`config.mk`:
```
export PLATFORM = sky130hd
export DESIGN_NAME = inst_fetch_ctrl_flat
export DESIGN_NICKNAME = d
export VERILOG_FILES = /design/src/rtl/fetch_pkg.sv /design/src/rtl/fetch_if.sv /design/src/rtl/fetch_fifo.sv /design/src/rtl/inst_fetch_ctrl.sv /design/src/flat_wrapper.sv
export SDC_FILE = /design/constraint.sdc
export NUM_CORES = 1
export LEC_CHECK = 0
export BUFFER_PORTS_ARGS = -buffer_cell sky130_fd_sc_hd__buf_2
export CAP_MARGIN = 0
export CORE_MARGIN = 2
export CORE_UTILIZATION = 60
export CTS_CLUSTER_SIZE = 20
export DETAILED_ROUTE_END_ITERATION = 10
export HOLD_SLACK_MARGIN = 0.05
export MAX_ROUTING_LAYER = met4
export PLACE_DENSITY = 0.9
export SETUP_SLACK_MARGIN = 0.3
export SYNTH_ARGS = -nofsm -noshare
export SYNTH_HDL_FRONTEND = slang
export SYNTH_SLANG_ARGS = --single-unit
```
`constraint.sdc`:
```
create_clock -name clk -period 4.4 [get_ports clk]
set_input_delay 0.44 -clock clk [delete_from_list [all_inputs] [get_ports clk]]
set_output_delay 0.44 -clock clk [all_outputs]
set_load 0.05 [all_outputs]
```
`src/rtl/fetch_pkg.sv`:
```
// Shared types and widths for the instruction fetch slice.
package fetch_pkg;

  localparam int FETCH_W = 32;
  localparam int INST_W  = 32;

  typedef struct packed {
    logic [FETCH_W-1:0] pc;
    logic [INST_W-1:0]  inst;
  } fetch_entry_t;

endpackage

```
`src/rtl/fetch_if.sv`:
```
// Valid/ready handshake carrying {pc, inst} from fetch to decode.
interface fetch_if;
  import fetch_pkg::*;

  logic               out_valid;
  logic [INST_W-1:0]  out_inst;
  logic [FETCH_W-1:0] out_pc;
  logic               out_ready;

  modport master (
    output out_valid, out_inst, out_pc,
    input  out_ready
  );

  modport slave (
    input  out_valid, out_inst, out_pc,
    output out_ready
  );

endinterface

```
`src/rtl/fetch_fifo.sv`:
```
// Prefetch FIFO of {pc, inst} entries with flush; head reads 0 when empty.
module fetch_fifo
  import fetch_pkg::*;
#(
  parameter int DEPTH = 4
) (
  input  logic         clk,
  input  logic         rst,
  input  logic         push,
  input  logic         pop,
  input  logic         flush,
  input  fetch_entry_t din,
  output logic         full,
  output logic         empty,
  output fetch_entry_t head
);

  localparam int AW = $clog2(DEPTH);

  logic [AW-1:0] rd_ptr;
  logic [AW-1:0] wr_ptr;
  logic [AW:0]   count;
  fetch_entry_t  mem [DEPTH];

  logic do_pop;
  logic do_push;

  assign full    = (count == (AW+1)'(DEPTH));
  assign empty   = (count == '0);
  assign do_pop  = pop & ~empty & ~flush;
  assign do_push = push & (~full | do_pop) & ~flush;
  assign head    = empty ? '0 : mem[rd_ptr];

  always_ff @(posedge clk or posedge rst) begin
    if (rst) begin
      rd_ptr <= '0;
      wr_ptr <= '0;
      count  <= '0;
    end else if (flush) begin
      rd_ptr <= '0;
      wr_ptr <= '0;
      count  <= '0;
    end else begin
      if (do_push) wr_ptr <= wr_ptr + 1'b1;
      if (do_pop)  rd_ptr <= rd_ptr + 1'b1;
      unique case ({do_push, do_pop})
        2'b10:   count <= count + 1'b1;
        2'b01:   count <= count - 1'b1;
        default: ;
      endcase
    end
  end

  // Storage needs no reset: head is masked while empty.
  always_ff @(posedge clk) begin
    if (do_push) mem[wr_ptr] <= din;
  end

endmodule

```
`src/rtl/inst_fetch_ctrl.sv`:
```
// Fetch sequencer: owns fetch_pc, feeds the prefetch FIFO, handles redirects.
module inst_fetch_ctrl
  import fetch_pkg::*;
#(
  parameter int                 DEPTH    = 4,
  parameter logic [FETCH_W-1:0] RESET_PC = '0
) (
  input  logic               clk,
  input  logic               rst,
  output logic [FETCH_W-1:0] mem_addr,
  input  logic [INST_W-1:0]  mem_inst,
  input  logic               mem_ready,
  fetch_if.master            dec,
  input  logic               branch_taken,
  input  logic [FETCH_W-1:0] branch_addr
);

  logic [FETCH_W-1:0] fetch_pc;
  logic               full;
  logic               empty;
  logic               pop;
  logic               push;
  fetch_entry_t       din;
  fetch_entry_t       head;

  assign mem_addr = fetch_pc;
  assign pop      = dec.out_valid & dec.out_ready & ~branch_taken;
  assign push     = mem_ready & ~branch_taken & (~full | pop);
  assign din      = '{pc: fetch_pc, inst: mem_inst};

  assign dec.out_valid = ~empty;
  assign dec.out_pc    = head.pc;
  assign dec.out_inst  = head.inst;

  always_ff @(posedge clk or posedge rst) begin
    if (rst) begin
      fetch_pc <= RESET_PC;
    end else if (branch_taken) begin
      fetch_pc <= branch_addr & ~FETCH_W'(3);
    end else if (push) begin
      fetch_pc <= fetch_pc + FETCH_W'(4);
    end
  end

  fetch_fifo #(.DEPTH(DEPTH)) u_fifo (
    .clk   (clk),
    .rst   (rst),
    .push  (push),
    .pop   (pop),
    .flush (branch_taken),
    .din   (din),
    .full  (full),
    .empty (empty),
    .head  (head)
  );

endmodule
```
`src/flat_wrapper.sv`:
```
// flat-port wrapper written by rule: the top's interface ports become plain ports
module inst_fetch_ctrl_flat import fetch_pkg::*;
#(
  parameter int                 DEPTH    = 4,
  parameter logic [FETCH_W-1:0] RESET_PC = '0
)
  (clk, rst, mem_addr, mem_inst, mem_ready, branch_taken, branch_addr, dec_out_valid, dec_out_inst, dec_out_pc, dec_out_ready);
  fetch_if dec_i ();
  input  logic clk;
  input  logic rst;
  output logic [FETCH_W-1:0] mem_addr;
  input  logic [INST_W-1:0] mem_inst;
  input  logic mem_ready;
  input  logic branch_taken;
  input  logic [FETCH_W-1:0] branch_addr;
  output wire logic [$bits(dec_i.out_valid)-1:0] dec_out_valid;
  output wire logic [$bits(dec_i.out_inst)-1:0] dec_out_inst;
  output wire logic [$bits(dec_i.out_pc)-1:0] dec_out_pc;
  input wire logic [$bits(dec_i.out_ready)-1:0] dec_out_ready;
  assign dec_out_valid = dec_i.out_valid;
  assign dec_out_inst = dec_i.out_inst;
  assign dec_out_pc = dec_i.out_pc;
  assign dec_i.out_ready = dec_out_ready;
  inst_fetch_ctrl #(.DEPTH(DEPTH), .RESET_PC(RESET_PC)) u_core (.clk(clk), .rst(rst), .mem_addr(mem_addr), .mem_inst(mem_inst), .mem_ready(mem_ready), .dec(dec_i), .branch_taken(branch_taken), .branch_addr(branch_addr));
endmodule
```
## Yosys cells after proc, flatten, opt, wreduce, memory -nomap -nowiden

Memory sizes are Yosys's and may differ from the RTL's.
Index checks and enable logic that the tools add are counted.

| word-level totals | value |
|---|---|
| bits of input ports | 69 |
| memory bits (writable) | 256 |
| word-level logic and storage cells | 42 |
| flip-flop bits (word level) | 39 |
| memories | 1 |
| output and inout port bits | 97 |

Memory list:

| memory | words | width | read ports | clocked after memory_dff | write ports | RTL line | text |
|---|---|---|---|---|---|---|---|
| u_core.u_fifo.mem | 4 | 64 | 1 | 0 | 1 | fetch_fifo.sv:23 | `fetch_entry_t mem [DEPTH];` |

| cells by class | value |
|---|---|
| mux-type cells | 11 |
| eq/ne operators | 3 |
| add/subtract/negate cells | 5 |
| reduce and logical (&&, ||, !) cells | 5 |
| bitwise logic cells | 13 |

Operators by type and width:

| cell | count |
|---|---|
| 32-bit 2-to-1 mux | 2 |
| 64-bit 2-to-1 mux | 1 |
| 32-bit by 3-bit adder with 32-bit output (second input constant) | 1 |
| 1-bit bitwise AND | 8 |
| 2-bit 2-to-1 mux | 4 |
| 3-bit case mux with 2 select lines | 1 |
| 2-bit nonzero test | 3 |
| 2-bit by 1-bit adder with 2-bit output (second input constant) | 2 |
| 3-bit by 1-bit adder with 3-bit output (second input constant) | 1 |
| 3-bit equality test (second input constant) | 1 |
| 3-bit zero test | 1 |
| 3-bit 2-to-1 mux | 1 |
| 1-bit NOT | 3 |
| 3-bit nonzero test | 1 |
| 3-bit by 1-bit subtractor with 3-bit output (second input constant) | 1 |
| 2-bit by 1-bit equality test with 1-bit output (second input constant) | 1 |
| 2-bit equality test (second input constant) | 1 |
| 1-bit 2-to-1 mux | 2 |
| 1-bit bitwise OR | 2 |

## Longest topological paths before layout

| depth | value |
|---|---|
| depth after elaboration | 12 |
| depth in mapped cells | 6 |
| gate-level depth less buffers | 6 |

## Cells and area by module

From an unflattened synthesis, not the netlist that was laid out.

| second synthesis, totals | value |
|---|---|
| cell total of the unflattened synthesis | 708 |
| area, all modules | 12244.2 um^2 |

Modules (own cells, without submodules):

| module | sequential area each (um^2) | cells an instance | area an instance (um^2) | instances |
|---|---|---|---|---|
| fetch_fifo | 7862.5 | 468 | 10214.8 | 1 |
| inst_fetch_ctrl | 750.7 | 240 | 2029.4 | 1 |

## Worst setup path before layout

OpenSTA, ideal clock, no wires.

| timing path | value |
|---|---|
| path type | reg2reg |
| start point | register u_core.u_fifo.count[0] |
| end point | memory u_core.u_fifo.mem[0][0] (netlist bit) (enable) |
| setup time | 427 ps |
| stages on the path, launching flop included | 6 |
| setup slack | 1383 ps |
| period minus slack after synthesis | 3017 ps |
| arrival time | 2590 ps |
| required time | 3973 ps |
| buffers on the path | 1 |
| cell sequence | dfrtp_1 or4b_2 clkbuf_1 nand2_1 nor2_1 and2_1 |

| on the way | value |
|---|---|
| longest elaborated chain between the ends | 11 |
| elaborated cells between the ends (all ways) | 15 |
| classes of those cells | 1 x eq/ne; 2 x mux; 11 x bitwise; 1 x reduce/logical |

RTL lines:

| item | RTL line | text |
|---|---|---|
| start: declaration | fetch_fifo.sv:22 | `logic [AW:0] count;` |
| start signal: assignment | fetch_fifo.sv:47 | `2'b10: count <= count + 1'b1;` |
| start signal: assignment | fetch_fifo.sv:48 | `2'b01: count <= count - 1'b1;` |
| 3-bit zero test | fetch_fifo.sv:29 | `assign empty = (count == '0);` |
| 1-bit NOT | fetch_fifo.sv:30, inst_fetch_ctrl.sv:31 |  |
| 1-bit bitwise AND (2 in series) | inst_fetch_ctrl.sv:27 | `assign pop = dec.out_valid & dec.out_ready & ~branch_taken;` |
| 1-bit bitwise AND (2 in series) | fetch_fifo.sv:30 | `assign do_pop = pop & ~empty & ~flush;` |
| 1-bit bitwise OR | fetch_fifo.sv:31 | `assign do_push = push & (~full \| do_pop) & ~flush;` |
| 1-bit bitwise AND * (2 in series) | fetch_fifo.sv:31 |  |
| 1-bit 2-to-1 mux * | fetch_fifo.sv:56 | `if (do_push) mem[wr_ptr] <= din;` |
| 1-bit 2-to-1 mux (not written as such) * | fetch_fifo.sv:56 |  |
| end: declaration | fetch_fifo.sv:23 |  |

Mark *: on every way between the ends. The rest lies on a longest branch, timed or not.

## Worst setup path in the final report

| timing path | value |
|---|---|
| start point | register u_core.u_fifo.rd_ptr[0] |
| end point | output port dec_out_inst[21] |

| on the way | value |
|---|---|
| longest elaborated chain between the ends | 2 |

RTL lines:

| item | RTL line | text |
|---|---|---|
| start: declaration | fetch_fifo.sv:20 | `logic [AW-1:0] rd_ptr;` |
| start signal: assignment | fetch_fifo.sv:45 | `if (do_pop) rd_ptr <= rd_ptr + 1'b1;` |
| memory 4 x 64 bit | n/a |  |
| 64-bit 2-to-1 mux | fetch_fifo.sv:32 | `assign head = empty ? '0 : mem[rd_ptr];` |
| end: declaration | flat_wrapper.sv:17 | `output wire logic [$bits(dec_i.out_inst)-1:0] dec_out_inst;` |

No other way between the ends.

==> key figures <==
Clock network
  • Reg clk slew, reported paths: 0.06 ns
  • Clock root cell: clkbuf_16
  • TritonCTS clock tree: yes
  • Clock latency on the worst-skew pair: 0.53 ns
  • Sink Count: 285
  • H-tree Lvls: 1
  • Post-CTS Setup Inserts: 0
  • Clk buf depth: 3
  • Num CTS Buffers: 28

Status
  • Status: complete, no violations

Layout
  • Layout overhead on the synthesized area: 17.1%
  • Register area: 0.00838 mm^2
  • Most common cell after layout, fill and taps aside: edfxtp_1
  • Fillers: 1,207
  • Commonest non-fill, non-tap cells in the layout: edfxtp_1 (248), buf_2 (159), and2_1 (63)
  • Multi-input gate area in the final layout: 0.00312 mm^2
  • Nets: 902
  • Post-route design area: 0.0137 mm^2
  • Share of layout cells above drive strength 1: 33.1%

Route
  • DR vias/cell: roughly 6
  • Final wirelength: approximately 23,000 um
  • DRT Pass-1 Iters: 5
  • # DRC: 0
  • Iteration-0 DRC Markers: 689
  • Vias: 6,662
  • Remaining antenna violation count after routing: 0
  • WL/cell: 20.3 um

Place
  • Placer Congestion: 0.827
  • I/O Buffers: 159
  • Placement Cell Area: 0.0127 mm^2
  • DP HPWL: 13,100 um

Pwr
  • Max VDD drop: 296 uV
  • Sw Pwr: roughly 2200 uW
  • Gate power share: roughly 22%
  • Int Pwr: 5100 uW
  • Sequential share of power: 44.3%
  • Switch share: 30.1%
  • Leakage: 0.00481 uW
  • Clock network power share: 33.7%
  • Power density cells: between 500 and 600 mW/mm^2

STA
  • Setup violators final: 0
  • Worst slew margin: 34.0%
  • Hold Vio Cnt, Final: 0
  • Post-Route Skew: about 0.012 ns
  • Hold_ws: approximately 0.13 ns
  • Final min period: slightly above 3 ns
  • Fin crit share: 70.0%
  • Fmax: 0.325 GHz
  • Max-slew violations: 0
  • Worst-Margin Slew: 0.984 ns
  • Unrepaired setup endpoints after global routing: false
  • Setup TNS: 0 ns

Worst setup path
  • CP max FO: 41
  • Worst r2r dst: u_core.u_fifo.mem[3][30]
  • CP Launch Type: register
  • CP cell instances: buf_12 > mux4_2 > and2_1 > buf_2
  • Cells on worst reg2reg path: 4
  • R2r setup slk: 1.81 ns
  • Reg2Reg Launch Point: u_core.u_fifo.count[0]
  • CP max stage delay: ~0.76 ns
  • Slowest CP cell: dfrtp_4
  • Critical Path AT: 2.64 ns
  • Crit end category: primary output
  • Critical path type: register to primary output
  • Worst Path Required: about 4.0 ns

Synthesis
  • Mapped Area: 0.0117 mm^2
  • Count of cell types in the netlist: 45
  • #FFs+latches synth: around 290
  • Syn Inst Count: 670
  • Most used flip-flop cell after synthesis: edfxtp_1
  • Syn_area_per_cell: about 17 um^2
  • Ys Warns: 0
  • Seq/Total Area, Yosys: a little under three quarters
  • EDFF count, synth: between 200 and 250
  • Post-synthesis async set-or-reset flop share: 13.0%

Min path
  • Hold Path Stages: 3
  • Hold Path Class: input port to register
  • Hold path endpoint: u_core.mem_addr[18]
  • Hold_sp: branch_addr[18]

Global routing
  • Initial antenna violation count: 1
  • First-pass GRT wire length: 34,900 um
  • Largest net degree at the start of global routing: 65
  • Vias in the first global route: 6,647
  • Overall routing resource usage: 22.8%
  • Congestion Overflow GR: 0

Die
  • Site Rows: approximately 50
  • Boundary Pins: 166
  • Die area: 0.0206 mm^2
  • Die Y: 144 um
  • Initial cell density of the core: 60.6%
  • CORE AREA: 0.0193 mm^2
  • Die width: between 100 and 150 um

Run
  • Max-cap viol count: 0
[power by group through the flow]
stage	Sequential, uW	Clock (uW)	Combinational [uW]
floorplan	3300	0	1200
global placement	3280	0	1590
detailed placement	3290	0	1620
CTS	3240	2490	1620
global route	3260	2590	1700
finish	3230	2460	1600
[cells by family after synthesis]
group                    count (synthesis)  synth area share, %
buffers and inverters                   50                 1.83
XOR/XNOR                                10                0.750
AND/OR/NAND/NOR                        197                 9.62
AO/OA/AOI/OAI                           54                 3.02
adder cells (fa/ha/maj)                  6                0.707
flip-flops                             285                 71.7
multiplexers                            67                 12.4
other                                    1               0.0321
[layer usage]
| layer | GRT usage, % | share of wire [%] | up-vias |
|---|---|---|---|
| met5 | - | 0 | - |
| met4 | 5.42 | 1.3 | 0 |
| li1 | - | - | 2966 |
| met1 | 30.6 | 40 | 3324 |
| met2 | 37.0 | 50 | 332 |
| met3 | 4.23 | 8.2 | 40 |
[cell type report]
class | instances | share of cell area [%]
timing repair buffer | 163 | 6.15
inverter | 11 | 0.302
clock buffer | 36 | 5.64
antenna | 1 | 0.0183
tap | 265 | 2.42
clock inverter | 13 | 1.41
multi-input combinational | 338 | 22.8
sequential | 285 | 61.3
[timing repair]
item / in CTS / in global routing
resized for setup: 0 / 0
hold buffers: 1 / 0
hold endpoints to repair: 37 / 0
[synthesized netlist by cell type, drive strengths merged, types with 2 or more instances]
cell,count,area share (%)
o31ai,11,0.71
ha,5,0.54
nor2b,3,0.16
edfxtp,248,64
nor2,31,1.0
dfrtp,37,7.9
inv,10,0.32
nand4,13,0.70
a31oi,15,0.80
xnor2,4,0.30
or4b,2,0.17
mux4,62,12
buf,13,0.64
o21ai,13,0.56
or4,16,1.0
nand3,22,1.0
or3,5,0.27
and3,3,0.16
clkbuf,26,0.84
and2,67,3.6
nor3,3,0.13
and4,2,0.15
nand2,21,0.67
nor4,6,0.32
a311o,2,0.17
xor2,6,0.45
a21oi,5,0.21
o211ai,2,0.13
mux2i,4,0.34
[per-stage QoR]
stage               util (%)  setup slack, ns  total power (uW)  cells
floorplan                  -             1.38              4500    673
global route            71.0             1.16              7550   1112
CTS                     71.0             1.24              7350   1111
global placement        65.9             1.82              4870   1061
detailed placement      65.9             1.72              4910   1061
finish                  71.0             1.32              7290   1112
[registers in the layout (all words and copies together), names as in the netlist]
register / flops
u_core.u_fifo.rd_ptr: 2
u_core.mem_addr: 30
u_core.u_fifo.mem: 248
u_core.u_fifo.count: 3
u_core.u_fifo.wr_ptr: 2
[how the worst max path moves through the flow]
stage / depth (start not counted) / endpoint / startpoint / slack (ns)
final: 4 / dec_out_inst[21] / u_core.u_fifo.rd_ptr[0] / 1.32
after global routing: 4 / dec_out_inst[31] / u_core.u_fifo.rd_ptr[0] / 1.16
after CTS: 4 / dec_out_pc[7] / u_core.u_fifo.rd_ptr[0] / 1.24
after detailed placement: 4 / u_core.mem_addr[12] / branch_taken / 1.72
after global placement: 5 / u_core.u_fifo.mem[0][46] / dec_out_ready / 1.82
after floorplan: 5 / u_core.u_fifo.mem[0][0] / u_core.u_fifo.count[0] / 1.38
[critical path, delay by kind of cell, from the launching register on]
| kind | cells | cell delay (ns) |
|---|---|---|
| buffers and inverters | 2 | 0.59 |
| AND/OR/NAND/NOR | 1 | 0.18 |
| multiplexers | 1 | 0.56 |
| flip-flops | 1 | 0.76 |
Note: power is estimated with default switching activity, not from simulation.
